[src/rtl/uart_pkg.sv]
// Shared types and constants for the UART transmitter.
package uart_pkg;

  typedef enum logic [1:0] {
    IDLE,
    START,
    DATA,
    STOP
  } uart_tx_state_t;

  localparam int UART_CSR_SEND_BIT    = 0;
  localparam int UART_CSR_OVF_CLR_BIT = 1;
  localparam int UART_DATA_BITS       = 8;

endpackage

[src/rtl/uart_tx_fifo.sv]
// Synchronous byte FIFO. The head entry is presented combinationally on dout.
// A push while full is accepted only when a pop happens in the same cycle;
// a pop while empty is ignored.
module uart_tx_fifo
  import uart_pkg::*;
#(
  parameter int DEPTH = 4
) (
  input  logic                      clk,
  input  logic                      rst,
  input  logic                      push,
  input  logic [UART_DATA_BITS-1:0] din,
  input  logic                      pop,
  output logic [UART_DATA_BITS-1:0] dout,
  output logic                      full,
  output logic                      empty
);

  localparam int AW = $clog2(DEPTH);

  logic [UART_DATA_BITS-1:0] mem [DEPTH];
  logic [AW-1:0]             wr_ptr;
  logic [AW-1:0]             rd_ptr;
  logic [AW:0]               count;
  logic                      push_ok;
  logic                      pop_ok;

  assign full    = (count == (AW+1)'(DEPTH));
  assign empty   = (count == '0);
  assign pop_ok  = pop & ~empty;
  assign push_ok = push & (~full | pop_ok);
  assign dout    = mem[rd_ptr];

  // Storage write; entries are not cleared by reset since count gates them.
  always_ff @(posedge clk) begin
    if (push_ok) begin
      mem[wr_ptr] <= din;
    end
  end

  // Pointer and occupancy bookkeeping; pointers wrap at DEPTH.
  always_ff @(posedge clk) begin
    if (rst) begin
      wr_ptr <= '0;
      rd_ptr <= '0;
      count  <= '0;
    end else begin
      if (push_ok) wr_ptr <= wr_ptr + AW'(1);
      if (pop_ok)  rd_ptr <= rd_ptr + AW'(1);
      case ({push_ok, pop_ok})
        2'b10:   count <= count + (AW+1)'(1);
        2'b01:   count <= count - (AW+1)'(1);
        default: count <= count;
      endcase
    end
  end

endmodule

[src/rtl/uart_tx.sv]
// 8N1 UART transmitter fed from the core's memory-mapped data/control
// registers. A rising edge on the send bit queues one byte; the FSM drains
// the queue back-to-back with no idle gap between frames.
// Handshake: a push is the single cycle where csr send bit is 1 and was 0
// the cycle before; the byte on io_uart_io_reg[7:0] is captured at the end
// of that cycle, and is dropped (setting overflow) if the FIFO is full and
// not popping in that same cycle.
module uart_tx
  import uart_pkg::*;
#(
  parameter int CLKS_PER_BIT = 104,
  parameter int FIFO_DEPTH   = 4
) (
  input  logic        clk,
  input  logic        rst,
  input  logic [31:0] io_uart_io_reg,
  input  logic [31:0] io_uart_csr_reg,
  output logic        tx,
  output logic        tx_busy,
  output logic        fifo_full,
  output logic        fifo_empty,
  output logic        overflow,
  output logic        tx_done
);

  localparam int TW = $clog2(CLKS_PER_BIT);
  localparam int BW = $clog2(UART_DATA_BITS);

  uart_tx_state_t            state;
  uart_tx_state_t            state_next;
  logic [TW-1:0]             timer;
  logic [TW-1:0]             timer_next;
  logic [BW-1:0]             bit_idx;
  logic [BW-1:0]             bit_next;
  logic [UART_DATA_BITS-1:0] shift;
  logic [UART_DATA_BITS-1:0] shift_next;
  logic [UART_DATA_BITS-1:0] fifo_dout;
  logic                      csr_q;
  logic                      push;
  logic                      pop;
  logic                      drop;
  logic                      last_tick;
  logic                      unused;

  assign unused = ^{io_uart_io_reg[31:8], io_uart_csr_reg[31:2]};

  assign push      = io_uart_csr_reg[UART_CSR_SEND_BIT] & ~csr_q;
  assign drop      = push & fifo_full & ~pop;
  assign last_tick = (timer == TW'(CLKS_PER_BIT - 1));
  assign tx_busy   = (state != IDLE) | ~fifo_empty;

  uart_tx_fifo #(
    .DEPTH (FIFO_DEPTH)
  ) u_fifo (
    .clk   (clk),
    .rst   (rst),
    .push  (push),
    .din   (io_uart_io_reg[UART_DATA_BITS-1:0]),
    .pop   (pop),
    .dout  (fifo_dout),
    .full  (fifo_full),
    .empty (fifo_empty)
  );

  // Next-state, serial output and pop decode for the frame sequencer.
  always_comb begin
    state_next = state;
    timer_next = timer + TW'(1);
    bit_next   = bit_idx;
    shift_next = shift;
    pop        = 1'b0;
    tx         = 1'b1;
    tx_done    = 1'b0;
    case (state)
      IDLE: begin
        timer_next = '0;
        if (!fifo_empty) begin
          pop        = 1'b1;
          shift_next = fifo_dout;
          state_next = START;
        end
      end
      START: begin
        tx = 1'b0;
        if (last_tick) begin
          timer_next = '0;
          bit_next   = '0;
          state_next = DATA;
        end
      end
      DATA: begin
        tx = shift[0];
        if (last_tick) begin
          timer_next = '0;
          shift_next = shift >> 1;
          if (bit_idx == BW'(UART_DATA_BITS - 1)) begin
            state_next = STOP;
          end else begin
            bit_next = bit_idx + BW'(1);
          end
        end
      end
      STOP: begin
        tx = 1'b1;
        if (last_tick) begin
          timer_next = '0;
          tx_done    = 1'b1;
          if (!fifo_empty) begin
            pop        = 1'b1;
            shift_next = fifo_dout;
            state_next = START;
          end else begin
            state_next = IDLE;
          end
        end
      end
      default: begin
        timer_next = '0;
        state_next = IDLE;
      end
    endcase
  end

  // State, timers, shift register, send-edge history and sticky overflow.
  always_ff @(posedge clk) begin
    if (rst) begin
      state    <= IDLE;
      timer    <= '0;
      bit_idx  <= '0;
      shift    <= '0;
      csr_q    <= 1'b0;
      overflow <= 1'b0;
    end else begin
      state   <= state_next;
      timer   <= timer_next;
      bit_idx <= bit_next;
      shift   <= shift_next;
      csr_q   <= io_uart_csr_reg[UART_CSR_SEND_BIT];
      if (io_uart_csr_reg[UART_CSR_OVF_CLR_BIT]) begin
        overflow <= 1'b0;
      end else if (drop) begin
        overflow <= 1'b1;
      end
    end
  end

endmodule

[config.mk]
export PLATFORM = sky130hd
export DESIGN_NAME = uart_tx
export DESIGN_NICKNAME = d
export VERILOG_FILES = /design/src/rtl/uart_pkg.sv /design/src/rtl/uart_tx_fifo.sv /design/src/rtl/uart_tx.sv
export SDC_FILE = /design/constraint.sdc
export NUM_CORES = 1
export LEC_CHECK = 0
export CORE_ASPECT_RATIO = 1.75
export CORE_MARGIN = 2
export CORE_UTILIZATION = 60
export DETAILED_ROUTE_END_ITERATION = 10
export DONT_BUFFER_PORTS = 1
export PLACE_DENSITY = 0.81
export REMOVE_ABC_BUFFERS = 1
export SLEW_MARGIN = 25
export SYNTH_ARGS = -nofsm -noshare
export SYNTH_HDL_FRONTEND = slang
export SYNTH_HIERARCHICAL = 1
export SYNTH_SLANG_ARGS = --single-unit
[constraint.sdc]
create_clock -name clk -period 7.7 [get_ports clk]
set_input_delay 1.54 -clock clk [delete_from_list [all_inputs] [get_ports clk]]
set_output_delay 1.54 -clock clk [all_outputs]
set_load 0.02 [all_outputs]
# After elaboration in Yosys (flattened, before gate mapping)
# Memory sizes are Yosys's and may differ from the RTL's. A register that Yosys moved wholly into a read port is not among the register bits.
# Cells that the tools add are included.
dict set report op_classes {
  addsub 6
  bitwise_logic 11
  n_eq_ne 14
  mux 28
  reduce_logical 11
}
# operator count
set ops {}
lappend ops {{8-bit 2-to-1 mux} 3}
lappend ops {{8-bit case mux with 3 select lines} 1}
lappend ops {{2-bit 2-to-1 mux} 7}
lappend ops {{7-bit case mux with 2 select lines} 1}
lappend ops {{2-bit inequality test (second input constant)} 6}
lappend ops {{3-bit case mux with 2 select lines} 2}
lappend ops {{3-bit 2-to-1 mux} 3}
lappend ops {{2-bit case mux with 4 select lines} 1}
lappend ops {{7-bit by 1-bit adder with 7-bit output (second input constant)} 1}
lappend ops {{7-bit equality test (second input constant)} 1}
lappend ops {{1-bit 2-to-1 mux} 7}
lappend ops {{7-bit 2-to-1 mux} 1}
lappend ops {{3-bit by 1-bit adder with 3-bit output (second input constant)} 2}
lappend ops {{2-bit equality test (second input constant)} 3}
lappend ops {{3-bit equality test (second input constant)} 2}
lappend ops {{2-bit nonzero test} 3}
lappend ops {{1-bit bitwise AND} 5}
lappend ops {{5-bit AND reduction} 1}
lappend ops {{2-bit by 1-bit adder with 2-bit output (second input constant)} 2}
lappend ops {{2-bit by 1-bit equality test with 1-bit output (second input constant)} 2}
lappend ops {{1-bit inverter} 4}
lappend ops {{1-bit case mux with 2 select lines} 2}
lappend ops {{4-bit AND reduction} 1}
lappend ops {{3-bit logical NOT} 1}
lappend ops {{7 further kinds} 8}
dict set report totals {
  word_cells 80
  regBits 29
  ram_bits 32
  memories 1
  in_bits 66
  out_inout_bits 6
}
# name words word_bits read_ports rd_ports_with_merged_regs write_ports line
set memory_table {}
lappend memory_table {u_fifo.mem 4 8 1 1 1 uart_tx_fifo.sv:21} ;# logic [UART_DATA_BITS-1:0] mem [DEPTH];

# Depth between registers and ports, before layout
# Gate-level depths: netlist of run 1.
dict set report depth {
  ltp_word 9
  mapped_depth 13
  ltp_nobuf 13
}

# Modules after synthesis
# Netlist of run 1, hierarchy kept.
# module instances area_each_um2 cells_each seq_area_each_um2
set by_module_without_submodules {}
lappend by_module_without_submodules {uart_tx_fifo 1 1645.3 96 1141.1}
lappend by_module_without_submodules {uart_tx 1 1209.9 130 440.4}

# Worst setup path before layout of run 1
# Ideal clock, no wire load.
dict set report synth_timing {
  kind {input-to-reg}
  from {in io_uart_csr_reg[0]}
  to {reg u_fifo.count[2]}
  setup_slack_ps 4458
  n_path_buf 0
  required_time_ps 7630
  path_stages 9
  arrival_time_ps 3172
  setup_ps 70
  cell_sequence {nor2b_1 -> a21boi_2 -> inv_1 -> ha_1 -> inv_1 -> fa_1 -> xor2_1 -> or3_2 -> a21oi_1}
}
dict set report synth_via {
  elab_chain_len 4
  word_cells_on_any_way 6
  classes_between {2 x eq/ne; 1 x mux; 2 x bitwise; 1 x reduce/logical}
}
# element line
set synth_lines {}
lappend synth_lines {{start, declared} uart_tx.sv:17} ;# input logic [31:0] io_uart_csr_reg,
lappend synth_lines {{1-bit bitwise AND *} uart_tx.sv:47} ;# assign push = io_uart_csr_reg[UART_CSR_SEND_BIT] & ~csr_q;
lappend synth_lines {{1-bit bitwise AND *} uart_tx_fifo.sv:31} ;# assign push_ok = push & (~full | pop_ok);
lappend synth_lines {{2-bit by 1-bit equality test with 1-bit output / 2-bit equality test (equally long branches)} uart_tx_fifo.sv:50} ;# case ({push_ok, pop_ok})
lappend synth_lines {{3-bit case mux with 2 select lines / 2-bit nonzero test (equally long branches)} --}
lappend synth_lines {{end signal, assigned} uart_tx_fifo.sv:51} ;# 2'b10: count <= count + (AW+1)'(1);
lappend synth_lines {{end signal, assigned} uart_tx_fifo.sv:52} ;# 2'b01: count <= count - (AW+1)'(1);
lappend synth_lines {{end signal, assigned} uart_tx_fifo.sv:53} ;# default: count <= count;
lappend synth_lines {{end, declared} uart_tx_fifo.sv:24} ;# logic [AW:0] count;
# Mark *: on every way between the ends. The rest lies on a longest branch, timed or not.
# A chain may end at the register's enable or synchronous reset.

# Worst setup path in the final report of run 1
dict set report layout_timing {
  from {reg state[0]}
  to {out tx}
}
dict set report layout_via {
  elab_chain_len 2
  word_cells_on_any_way 3
  classes_between {2 x eq/ne; 1 x mux}
}
# element line
set layout_lines {}
lappend layout_lines {{start, declared} uart_tx.sv:29} ;# uart_tx_state_t state;
lappend layout_lines {{start signal, assigned} uart_tx.sv:134} ;# state <= state_next;
lappend layout_lines {{2-bit equality test / 2-bit by 1-bit equality test with 1-bit output (equally long branches)} uart_tx.sv:74} ;# case (state)
lappend layout_lines {{1-bit case mux with 2 select lines *} uart_tx.sv:74}
lappend layout_lines {{end, declared} uart_tx.sv:18} ;# output logic tx,
# Marks and branches as above.

==> summary.md, run 1 <==
| Metric | Value |
|---|---|
| Pre-Repair DR Iteration Count | 4 |
| CTS buffer count | 9 |
| Max clock buf depth | 2 |
| Wire length of the first global-routing pass | 7.91 mm |
| Pin count of the biggest net entering global routing | 31 |
| CTS H-tree depth | 3 |
| YS warnings | 6 |
| Register area share after synthesis | 55.4% |
| RePlAce Congestion | 0.830 |
| Required time of the critical path | 6160 ps |
| FF+latch count, synth | 63 |
| Critical path cell sequence | inv_1 -> ha_1 -> nor2b_1 -> a21oi_1 |
| Detailed Route WL | 4.64 mm |
| Post-route ant nets | 0 |
| CP arrival | 2090 ps |
| Number of global-route vias before repair | 1715 |
| CTS tree | yes |
| Power per cell area | 302 nW/µm² |
| Drt via density | 5.99 |
| Final clock skew | 8.97 ps |
| Layout cells sized above 1 | 15.8% |
| Startpoint types | flip-flop |
| Initial Util | 61.7% |
| Worst r2r src | timer[0] |
| Slew Viols, Final | 0 |
| Post-DP HPWL | 3.15 mm |
| # hold bufs at CTS | 0 |
| Unrepaired setup endpoints after global routing | false |
| Status | finished clean |
| DRC viols | 0 |
| Main synth FF type | edfxtp_1 |
| Initial antenna violation count | 0 |
| Synth-to-layout area growth | 6.97% |
| Num Clock Sinks | 63 |
| Vias post-DR | 1712 |
| Die width | 56.1 µm |
| Root buffer cell | clkbuf_8 |
| Hold endpoint | timer[0] |
| Cell area after synthesis | 2860 µm² |
| Final TNS setup | 0 ps |
| Gate Count Post-Synth | 226 |
| HP Class | flip-flop to flip-flop |
| Crit end category | output port |
| Clock Latency Late Sink | 340 ps |
| Slew HR | 48.8% |
| Post-synth EDFFs | 32 |
| # setup viols final | 0 |
| Reg2reg setup slack | 4740 ps |
| Max Freq | 0.275 GHz |
| Gr ovfl total | 0 |
| Syn Area/Cell | 12.6 µm² |
| Netlist cell types | 45 |
| Post-CTS setup buffers | 0 |
| Critical Path Max Stage Delay | 680 ps |
| CP Class | flip-flop to output port |
| Tmin final | 3630 ps |
| R2R depth | 13 |
| Leakage | 1.07 nW |
| Hold_sp | timer[0] |
| Number of DRC markers in iteration 0 | 50 |
| CP delay by family, top | adder cells |
| Critical Path Fanout Max | 17 |
| Row cnt | 33 |
| Fin nets | 310 |
| Worst-margin pin slew | 768 ps |
| Max_cap viols | 0 |
| Slowest CP cell | ha_1 |
| Total die area | 5350 µm² |
| Non-Filler Instances | 286 |
| Clk slew on worst S/H paths | 70 ps |
| Final period util | 47.2% |
| ANT cells | 0 |
| GRT Total Usage | 20.0% |
| Placed Cells incl. Taps | 270 |
| Reg2reg end | u_fifo/count[2] |
| Resized Gates After CTS | 0 |
| Ports | 72 |
| Peak supply drop | 0.307 mV |
| Hold Fails Final Rpt | 0 |
| WP buf/inv | 1 |
| Die Y | 95.3 µm |
| Core area | 4620 µm² |
| Number of port buffers | 0 |
| Wire length per cell | 16.2 µm |
| Hold path depth | 1 |
| Ys async rst share | 0% |
cells in the mapped netlist, types with 2 or more instances:
cell type  number  area share, %
clkbuf_1        3           0.39
a21oi_1        16            2.8
nor2_1         17            2.2
nand2b_1        4           0.88
inv_1          13            1.7
nor2b_1         5            1.1
xor2_1          5            1.5
dfxtp_1        31             22
ha_1           14            6.1
mux2i_1         9            3.2
and2_2          4            1.1
buf_2           3           0.53
and3b_1         2           0.61
or3_1           2           0.44
a311oi_1        7            2.1
buf_6           2           0.79
o21ai_0         4           0.70
xnor2_1         3           0.92
mux4_2          8            6.3
and3_1          3           0.66
nand4_1         2           0.44
nor4_1          3           0.66
edfxtp_1       32             34
nand2_1         7           0.92
nand3_1         3           0.53
nor3_1          5           0.88
cell type report:
type | instances | area, µm²
flip-flops and latches | 63 | 1580
fillers | 370 | 1570
multi-input cells | 141 | 1170
clock buffers | 9 | 124
well taps | 52 | 65.1
clock inverters | 7 | 55.1
inverters | 13 | 48.8
repair buffers | 1 | 7.51
report_power, final:
group / switching (mW) / internal (mW)
Sequential: 0.0339 / 0.393
Combinational: 0.138 / 0.103
Clock: 0.135 / 0.120
Total: 0.306 / 0.615
sequential cells by signal, indices dropped and copies added, names as in the netlist, named ones only:
register,cells
u_fifo/count,3
u_fifo/wr_ptr,2
shift,8
u_fifo/mem,32
bit_idx,3
csr_q,1
overflow,1
timer,7
state,2
u_fifo/rd_ptr,2
how the worst max path moves through the flow:
| stage | startpoint | endpoint | slack [ps] | cells past startpoint |
|---|---|---|---|---|
| CTS | state[0] | tx | 4020 | 4 |
| detailed placement | io_uart_csr_reg[0] | u_fifo/count[2] | 4360 | 9 |
| floorplan | io_uart_csr_reg[0] | u_fifo/count[2] | 4460 | 9 |
| global placement | io_uart_csr_reg[0] | u_fifo/count[2] | 4400 | 9 |
| global route | state[0] | tx | 3910 | 4 |
| finish | state[0] | tx | 4070 | 4 |
cells by family after synthesis:
kind of cell,after synthesis,share of synthesized area (%)
AOI/OAI and AO/OA,38,9.47
xor gates and xnor gates,8,2.45
adders and majority gates,15,6.84
buffers and inverters,22,3.55
DFF,63,55.4
muxes,18,9.99
and+or+nand+nor,62,12.3
per-layer routing:
layer / GRT usage [%] / share of wire, % / vias up
li1: - / - / 839
met1: 22.1 / 42 / 826
met2: 33.3 / 51 / 35
met3: 8.14 / 4.3 / 12
met4: 9.72 / 2.6 / 0
met5: 0 / 0 / -
placed cells by master (no fill, tap or decap), drive strengths merged, types with 5 or more instances in the layout:
| cell type | synthesis | routed |
|---|---|---|
| mux4 | 8 | 8 |
| and2 | 5 | 5 |
| nor2b | 5 | 5 |
| nor3 | 5 | 5 |
| inv | 13 | 16 |
| dfxtp | 31 | 31 |
| edfxtp | 32 | 32 |
| mux2i | 9 | 9 |
| nor2 | 17 | 17 |
| nand2 | 7 | 7 |
| a21oi | 17 | 17 |
| a311oi | 7 | 7 |
| xor2 | 5 | 5 |
| clkbuf | 3 | 9 |
| ha | 14 | 14 |
through the flow:
step / total power, mW / hold slack (ps) / setup WS (ps) / utilization, % / cell area [µm²]
final: 0.921 / 449 / 4070 / 66.0 / 3050
after global routing: 0.979 / 463 / 3910 / 66.0 / 3050
after CTS: 0.931 / 451 / 4020 / 66.0 / 3050
after detailed placement: 0.675 / 436 / 4360 / 62.2 / 2880
after global placement: 0.667 / 427 / 4400 / 62.2 / 2880
after floorplan: 0.620 / 418 / 4460 / - / 2800
No activity file was read; power rests on OpenSTA's default activity.
==> inputs of run 2 (changes only) <==
CORE_UTILIZATION = 56   (was 60)
PLACE_DENSITY = 0.79   (was 0.81)
clock period = 3 ns   (was 7.7 ns; I/O delays follow)
==> run 2 against run 1 <==
Count of clock-buffer cells in the layout stayed put. Die area is 6.7% higher. Flip-flop and latch count unchanged. Cell area is 1.8% higher. Setup slack got worse by 3800 ps. Global-route usage down 1.7 points. Wire length decreased by 0.90%. Non-clock buffer count grew 6. Clock power rose to 2.5 times the previous value. Utilization is 3.1 points lower. Clock skew up 3.1 ps. Critical endpoint is now u_fifo/count[2]. Largest cell class unchanged.
==> summary.md, run 2 (synthesis results as in run 1) <==
| Metric | Value |
|---|---|
| Startpoint types | flip-flop |
| Top Registers | u_fifo/mem: 32 flops, shift: 8 flops, timer: 7 flops |
| Total power | 2.40 mW |
| Logic gate share of total power | 27.4% |
| Int Pwr | 1.61 mW |
| Final clock skew | 12.0 ps |
| # hold bufs at CTS | 0 |
| CP delay by family, top | adder cells |
| Critical path cell sequence | inv_1 -> ha_1 -> a31oi_1 -> nor3_2 -> inv_1 -> a21boi_2 -> inv_1 -> ha_1 -> inv_1 -> fa_1 -> xor2_1 -> or3_2 -> a21oi_1 |
| Net Switching | 0.786 mW |
| Leakage | 1.10 nW |
| Ports | 72 |
| CTS H-tree depth | 3 |
| Drt via density | 5.96 |
| Largest register FFs | 32 |
| Final period util | 92.3% |
| DRC viols | 0 |
| Slew HR | 57.4% |
| Max clock buf depth | 2 |
| Die width | 58.0 µm |
| Power per cell area | 772 nW/µm² |
| Vias post-DR | 1751 |
| ANT cells | 0 |
| Most frequent cells in the layout | edfxtp_1 (32), dfxtp_1 (30), nor2_1 (17) |
| Reg2reg setup slack | 230 ps |
| Row cnt | 34 |
| Pre-Repair DR Iteration Count | 4 |
| Fin Hold WS | 330 ps |
| Clk slew on worst S/H paths | 80 ps |
| Cell Area, Placed | 2920 µm² |
| Final worst slack | 231 ps |
| Seq pwr share | 45.7% |
| WP buf/inv | 4 |
| Number of DRC markers in iteration 0 | 36 |
| Peak supply drop | 0.601 mV |
| Pin count of the biggest net entering global routing | 31 |
| Worst slack at placement | 129 ps |
| Total die area | 5710 µm² |
| HP Class | primary input to flip-flop |
| # setup viols final | 0 |
| Most common cell after layout, fill and taps aside | edfxtp_1 |
| Detailed Route WL | 4.60 mm |
| Worst-margin pin slew | 635 ps |
| Metal3 WL | 197 µm |
| Slew Viols, Final | 0 |
| Number of port buffers | 0 |
| Filler cells | 382 |
| Highest routed layer | met4 |
| Sw frac | 32.8% |
| Status | finished clean |
| Die Y | 98.5 µm |
| CP Class | flip-flop to flip-flop |
| Tmin final | 2770 ps |
| Critical Path Max Stage Delay | 420 ps |
| Max Freq | 0.361 GHz |
| CTS buffer count | 9 |
| Crit end category | flip-flop |
| RePlAce Congestion | 0.875 |
| Critical Path Most Common Cell | inv_1 |
| Hold Fails Final Rpt | 0 |
| CP arrival | 3030 ps |
| Num Clock Sinks | 63 |
| Core area | 4930 µm² |
| Routed length on met1 | 1.80 mm |
| Synth-to-layout area growth | 8.85% |
| Clock power frac | 26.9% |
| Final TNS setup | 0 ps |
| Gr ovfl total | 0 |
| Layout cells sized above 1 | 18.8% |
| Finished Cell Area | 3110 µm² |
| Post-route ant nets | 0 |
| Post-DP HPWL | 3.21 mm |
| Root buffer cell | clkbuf_8 |
| Slowest CP cell | dfxtp_1 |
| Wire length per cell | 15.6 µm |
| Critical Path Fanout Max | 5 |
| Initial Util | 57.9% |
| GRT Total Usage | 18.3% |
| Max_cap viols | 0 |
| Number of global-route vias before repair | 1801 |
| Wire length of the first global-routing pass | 7.87 mm |
| Required time of the critical path | 3260 ps |
| WL met2 | 2.48 mm |
| Fin nets | 316 |
| Most flops, register | u_fifo/mem |
| Unrepaired setup endpoints after global routing | false |
| Clock Latency Late Sink | 330 ps |
| Initial antenna violation count | 0 |
| CTS tree | yes |
[run 2: worst paths after layout]
kind | from | to | cells past startpoint
setup / recovery | state[1] | u_fifo/count[2] | 13
hold / removal | io_uart_csr_reg[1] | overflow | 1
setup reg to reg | state[1] | u_fifo/count[2] | 13
hold reg to reg | bit_idx[1] | bit_idx[1] | 2
[run 2: worst reg2reg max path, delay by kind of cell (launching register included)]
kind	cells	cell delay, ps
XOR/XNOR	1	160
buffers and inverters	4	340
AO/OA/AOI/OAI	3	490
AND/OR/NAND/NOR	2	500
flip-flops	1	420
adder cells (fa/ha/maj)	3	780
[run 2: layout make-up]
cell class	instances	area [µm²]	share of cell area (%)
multi-input combinational	141	1180	37.9
tap	54	67.6	2.17
timing repair buffer	7	52.6	1.69
inverter	13	48.8	1.57
sequential	63	1580	50.9
clock buffer	9	124	3.99
clock inverter	7	55.1	1.77
[run 2: what timing repair did]
item,in CTS,in global routing
setup endpoints to repair,0,1
gates resized for setup,0,2
setup buffers,0,0
[run 2: through the flow]
step | util, % | instances
5_1_grt | 63.0 | 294
2_1_floorplan | - | 217
3_5_place_dp | 59.2 | 278
3_3_place_gp | 59.2 | 278
4_1_cts | 62.9 | 294
6_report | 63.0 | 294
[run 2: per-layer routing]
metal / vias to the layer above / GRT usage, %
li1: 853 / -
met1: 854 / 18.8
met2: 35 / 31.5
met3: 9 / 5.12
met4: 0 / 12.0
met5: - / 0
[run 2: power by group through the flow]
stage	clock network [mW]	registers (mW)	logic [mW]
3_3_place_gp	0	1.11	0.638
4_1_cts	0.663	1.10	0.656
2_1_floorplan	0	1.09	0.500
5_1_grt	0.699	1.11	0.737
3_5_place_dp	0	1.12	0.653
6_report	0.646	1.10	0.657
